**src/rtl/jmp_cond_unit.sv**
```systemverilog
// Jump-condition unit: latched flag bank plus saturating loop counter resolve JMP_sel into the J bit for INS.
// Latency: J is combinational; captured flags and counter updates appear after the next clk edge. No backpressure.
module jmp_cond_unit #(
    parameter int NFLAG = 8,
    parameter int IDX_W = 3,
    parameter int CNT_W = 8
) (
    input  logic               clk,
    input  logic               rst,
    input  logic [IDX_W+2:0]   JMP_sel,
    input  logic               JMP_en,
    input  logic [NFLAG-1:0]   FLAG_in,
    input  logic [NFLAG-1:0]   FLAG_we,
    input  logic               CNT_ld,
    input  logic [CNT_W-1:0]   CNT_din,
    output logic               J,
    output logic [NFLAG-1:0]   FLAG_q,
    output logic [CNT_W-1:0]   CNT_out,
    output logic               CNT_Z
);

    typedef enum logic [2:0] {
        OP_NONE = 3'd0,
        OP_JUMP = 3'd1,
        OP_JFS  = 3'd2,
        OP_JNFS = 3'd3,
        OP_JFL  = 3'd4,
        OP_JNFL = 3'd5,
        OP_LOOP = 3'd6,
        OP_RSVD = 3'd7
    } op_e;

    op_e              op;
    logic [IDX_W-1:0] idx;
    logic             fs;
    logic             fl;
    logic             cnt_zero;
    logic             cnt_gt1;
    logic             cnt_dec;
    logic             j_raw;

    assign op  = op_e'(JMP_sel[IDX_W+2:IDX_W]);
    assign idx = JMP_sel[IDX_W-1:0];

    always_ff @(posedge clk or posedge rst) begin
        if (rst) begin
            FLAG_q <= '0;
        end else begin
            FLAG_q <= (FLAG_q & ~FLAG_we) | (FLAG_in & FLAG_we);
        end
    end

    // Indices beyond the implemented flag bank read as zero on both paths.
    always_comb begin
        fs = 1'b0;
        fl = 1'b0;
        for (int i = 0; i < NFLAG; i++) begin
            if (idx == IDX_W'(i)) begin
                fs = FLAG_q[i];
                fl = FLAG_in[i];
            end
        end
    end

    assign cnt_zero = (CNT_out == '0);
    assign cnt_gt1  = (CNT_out > CNT_W'(1));
    assign cnt_dec  = JMP_en && (op == OP_LOOP) && !cnt_zero;
    assign CNT_Z    = cnt_zero;

    // Load wins over decrement; decrement stops at zero so the loop cannot re-arm by wrapping.
    always_ff @(posedge clk or posedge rst) begin
        if (rst) begin
            CNT_out <= '0;
        end else if (CNT_ld) begin
            CNT_out <= CNT_din;
        end else if (cnt_dec) begin
            CNT_out <= CNT_out - CNT_W'(1);
        end
    end

    always_comb begin
        j_raw = 1'b0;
        case (op)
            OP_NONE: j_raw = 1'b0;
            OP_JUMP: j_raw = 1'b1;
            OP_JFS:  j_raw = fs;
            OP_JNFS: j_raw = ~fs;
            OP_JFL:  j_raw = fl;
            OP_JNFL: j_raw = ~fl;
            OP_LOOP: j_raw = cnt_gt1;
            OP_RSVD: j_raw = 1'b0;
            default: j_raw = 1'b0;
        endcase
    end

    assign J = j_raw & ~rst;

endmodule

```
**config.mk**
```make
export PLATFORM = sky130hd
export DESIGN_NAME = jmp_cond_unit
export DESIGN_NICKNAME = d
export VERILOG_FILES = /design/src/rtl/jmp_cond_unit.sv
export SDC_FILE = /design/constraint.sdc
export NUM_CORES = 1
export LEC_CHECK = 0
export ABC_AREA = 1
export CELL_PAD_IN_SITES_DETAIL_PLACEMENT = 2
export CELL_PAD_IN_SITES_GLOBAL_PLACEMENT = 2
export CORE_AREA = 2 2 65 83
export CTS_BUF_LIST = sky130_fd_sc_hd__clkbuf_16
export DETAILED_ROUTE_END_ITERATION = 7
export DIE_AREA = 0 0 67 85
export PLACE_DENSITY = 0.88
export SLEW_MARGIN = 5
export SYNTH_ARGS = -nofsm -noshare
export SYNTH_HDL_FRONTEND = slang
export SYNTH_SLANG_ARGS = --single-unit
```
**constraint.sdc**
```tcl
create_clock -name clk -period 3.2 [get_ports clk]
set_input_delay 0.48 -clock clk [delete_from_list [all_inputs] [get_ports clk]]
set_output_delay 0.48 -clock clk [all_outputs]
set_load 0.02 [all_outputs]
```
# After elaboration in Yosys (flattened, before gate mapping)

Index checks and enable logic that the tools add are counted.

Add/sub/neg operators: 1
Multiply operators: 0
Divide/modulo/power cells: 0
$lt $le $gt $ge: 1
Equality and inequality tests: 14
Shifts and indexed selects: 0
Mux-type cells: 19
Bitwise operators: 8
Reductions and logical operators: 8

Operator list:

| cell                                                                            | number |
|---|---|
| 3-bit == test, second input constant                                            | 8 |
| 8-bit bitwise AND                                                               | 2 |
| 1-bit two-way mux                                                               | 16 |
| 8-bit two-way mux                                                               | 2 |
| 3-bit by 2-bit == test with 1-bit output, second input constant                 | 4 |
| 8-bit by 1-bit greater-than comparator with 1-bit output, second input constant | 1 |
| 8-bit zero test                                                                 | 1 |
| 8-bit inverter                                                                  | 1 |
| 8-bit bitwise OR                                                                | 1 |
| 8-bit by 1-bit subtractor with 8-bit output, second input constant              | 1 |
| 1-bit one-hot mux with 7 select lines                                           | 1 |
| 3-bit by 1-bit == test with 1-bit output, second input constant                 | 2 |
| 3-bit zero test                                                                 | 2 |
| 1-bit inverter                                                                  | 3 |
| 1-bit logical AND                                                               | 2 |
| 2-bit nonzero test                                                              | 1 |
| 2-bit OR reduction                                                              | 1 |
| 1-bit bitwise AND                                                               | 1 |
| 1-bit zero test                                                                 | 1 |

Bits in registers: 16
Latch bits: 0
Memory bits (writable): 0
Bits in read-only memories: 0
Input bits: 34
Output and inout bits: 18
Word-level logic and storage cells: 53
Memories: 0

# Longest topological paths before layout

Word-level depth: 12
Mapped depth: 11
Mapped depth without buffers: 10

# Least setup slack after synthesis

Ideal clock, no wire load.

Path kind: input to output
Start point: in JMP_sel[2]
End point: out J
Arrival: 1.466 ns
Required time: 2.720 ns
Setup slack: 1.254 ns
Stages on the path: 10
Buffers on the path: 1
Cell sequence: inv_1 -> buf_6 -> nor3_2 -> a21oi_1 -> nand4_1 -> nand2_1 -> nand2_1 -> nand3_1 -> nor2_1 -> nor2_1

Cells in the longest elaborated chain, start to end: 12
Elaborated cells on any way between the ends: 28
Those cells by class: 7 x eq/ne; 17 x mux; 3 x bitwise; 1 x reduce/logical

Ends and longest elaborated chain:

| item                                      | line   | text |
|---|---|---|
| start: declaration                        | 10     | `input logic [IDX_W+2:0] JMP_sel,` |
| 3-bit zero test                           | 58     | `if (idx == IDX_W'(i)) begin` |
| 1-bit two-way mux (8 in a row)            | 58     |  |
| 1-bit inverter (on tied branches)         | 89, 87 |  |
| 1-bit one-hot mux with 7 select lines (*) | 83     | `case (op)` |
| 1-bit bitwise AND (*)                     | 96     | `assign J = j_raw & ~rst;` |
| end: declaration                          | 16     | `output logic J,` |

Mark *: on every way between the ends. The rest lies on a longest branch, timed or not.

# Final worst setup path

Same ends and word-level chain as after synthesis.

==> results.json <==
{
  "status": "finished clean",
  "mostFrequentLayoutCells": "48 x clkdlybuf4s50_1, 27 x nand2_1, 16 x dfrtp_1, 16 x inv_1, 15 x nor2_1",
  "grtUsageTotal": 0.136,
  "wl_per_cell_um": 14.1,
  "coreArea_um2": 4930,
  "row_count": 29,
  "slowest_delay_ns": 0.50,
  "io_pins": 52,
  "path_cells": "clkdlybuf4s50_1 -> clkinvlp_4 -> buf_2 -> nand4_1 -> nand3_1 -> nor2_1 -> nand4_1 -> nand2_1 -> nand2_1 -> nand2_1 -> nor2_1 -> nor2_1 -> dlymetal6s2s_1",
  "cts_hold_buf": 0,
  "final.setup.tns_ns": 0,
  "fmax_mhz": 362,
  "syn_area_um2": 1100,
  "insertion_delay_ns": 0.25,
  "crit_path_top_delay_cell": "clkdlybuf4s50_1",
  "die_w_um": 67,
  "dr.pass1.iters": 4,
  "dr_wl_met2_um": 1920,
  "cts.reportedPaths.clkPinSlew_ns": 0.05,
  "slew-limit-headroom": 0.520,
  "slew_viol_final": 0,
  "die_area_um2": 5700,
  "place.gp.congestion": 0.781,
  "startpoint": "JMP_sel[2]",
  "layout-drive-gt1-share": 0.117,
  "yosysSeqAreaShare": 0.364,
  "topRoutingLayerUsed": "met4",
  "ys.warnings.count": 0,
  "wl_um": 3660,
  "path_buf_inv": 4,
  "hpwl_um": 3000,
  "antenna_found_initial": 0,
  "r2r-start": "CNT_out[4]$_DFFE_PP0P_",
  "cp_top_family": "buffers and inverters",
  "die_y_um": 85,
  "initial_core_util": 0.223,
  "drt-met1-wl_um": 1470,
  "ir_drop_uv": 232,
  "grt_pass1_vias": 1271,
  "p_leak_nw": 0.784,
  "viasPerCell": 4.70,
  "crit_path_max_fanout": 7,
  "cts_buffers": 3,
  "skew_ns": 0.00143,
  "finalCriticalPeriod_ns": 2.76,
  "synth-seq-cells": 16,
  "hold_slack_ns": 0.547,
  "end_kind": "primary output",
  "cts_buffer_depth": 2,
  "layout_commonest_cell": "clkdlybuf4s50_1",
  "root_buffer": "clkbuf_16",
  "max_cap_viol_count": 0,
  "nNetsFinal": 235,
  "setup_viol": 0,
  "vias": 1218,
  "synth.avg_cell_area_um2": 7.75,
  "final_hold_viol_count": 0,
  "min_path_type": "flip-flop to flip-flop",
  "grt_max_degree": 17,
  "insertedDiodeCount": 0,
  "clkSinkCount": 16,
  "syn_nets": 179,
  "tightest_slew_ns": 0.719,
  "powerDensity_nw_per_um2": 407,
  "total_power_mw": 0.723,
  "cp.arrival_ns": 2.28,
  "netlist_instances": 142,
  "ys_types": 29,
  "grt_pass1_wl_um": 5830,
  "overflow": 0,
  "htree_levels": 1,
  "rsz0062_at_grt": "no",
  "drc": 0,
  "period_share": 0.862,
  "dr_wl_met3_um": 163,
  "drtAntennaViolNets": 0,
  "cts_tree": "yes",
  "required_ns": 2.72,
  "syn2layout_area_growth_pct": 61.4,
  "critPathKind": "primary input to primary output",
  "io_buffers": 51,
  "startpoint_type": "primary input",
  "nFillCells": 579,
  "drt_iter0_markers": 48
}
final timing paths:
| path | to | cells past startpoint | slack [ns] |
|---|---|---|---|
| hold / removal | flip-flop | 1 | 0.55 |
| max in group asynchronous | CNT_out[6]$_DFFE_PP0P_ | 2 | 2.06 |
| hold reg to reg | flip-flop | 1 | 0.55 |
| setup reg to reg | CNT_out[6]$_DFFE_PP0P_ | 7 | 1.59 |
| setup / recovery | J | 13 | 0.44 |
| min in group asynchronous | asynchronous set/reset pin | 2 | 0.68 |
cell usage after synthesis (all sizes together):
library cell	count	area (um2)
a31oi	1	6.26
a22oi	1	7.51
dfrtp	16	400
nor3	8	66.3
buf	1	11.3
o31ai	1	7.51
o21ai	5	25.0
o211ai	4	30.0
nand4	6	37.5
mux2	6	67.6
nor2	16	67.6
or2	1	8.76
o221ai	1	8.76
ha	3	37.5
nor4	1	6.26
nand3	14	75.1
clkbuf	1	3.75
a21oi	5	25.0
inv	20	75.1
nand2	28	108
o311ai	1	8.76
nand3b	1	7.51
xor2	1	8.76
routing by layer:
layer | global-route usage | vias up
li1 | - | 594
met1 | 0.148 | 581
met2 | 0.248 | 37
met3 | 0.0212 | 6
met4 | 0.0649 | 0
met5 | 0 | -
power breakdown:
part / switching [mW] / internal, mW
sequential: 0.0210 / 0.224
combinational: 0.115 / 0.112
clock: 0.0848 / 0.166
total: 0.221 / 0.503
through the flow:
stage	cells	worst slack, ns	cell area [um2]	utilization
CTS	257	0.105	1750	0.355
floorplan	142	1.25	1100	-
detailed placement	253	0.112	1670	0.339
global route	259	0.230	1780	0.360
global placement	253	0.127	1670	0.339
finish	259	0.440	1780	0.360
worst register-to-register path: stages (launching register included):
cell     delay, ns
dfrtp_1       0.43
or2_4         0.29
nor2_4        0.09
nand3_1       0.12
nand3_2       0.15
nand2_2       0.14
a22oi_1       0.17
o31ai_1       0.09
cells by family (layout without fill, tap and decap cells):
kind of cell	after synthesis	in the layout	share of synthesized area
multiplexers	6	6	0.0614
XOR/XNOR	1	1	0.00797
buffers and inverters	22	77	0.0819
adder cells (fa/ha/maj)	3	3	0.0341
AND/OR/NAND/NOR	75	75	0.342
AO/OA/AOI/OAI	19	19	0.108
flip-flops	16	16	0.364
cell type report:
type | count | area [um2] | share of cell area
repair buffers | 53 | 531 | 0.299
clock buffers | 3 | 75.1 | 0.0423
flip-flops and latches | 16 | 400 | 0.226
clock inverters | 1 | 3.75 | 0.00211
inverters | 20 | 78.8 | 0.0444
well taps | 62 | 77.6 | 0.0437
multi-input cells | 104 | 609 | 0.343
repair_timing:
item | in CTS | in global routing
setup endpoints to repair | 0 | 1
buffers inserted | 0 | 2
gates resized for setup | 0 | 4
Note: power is estimated with default switching activity, not from simulation.
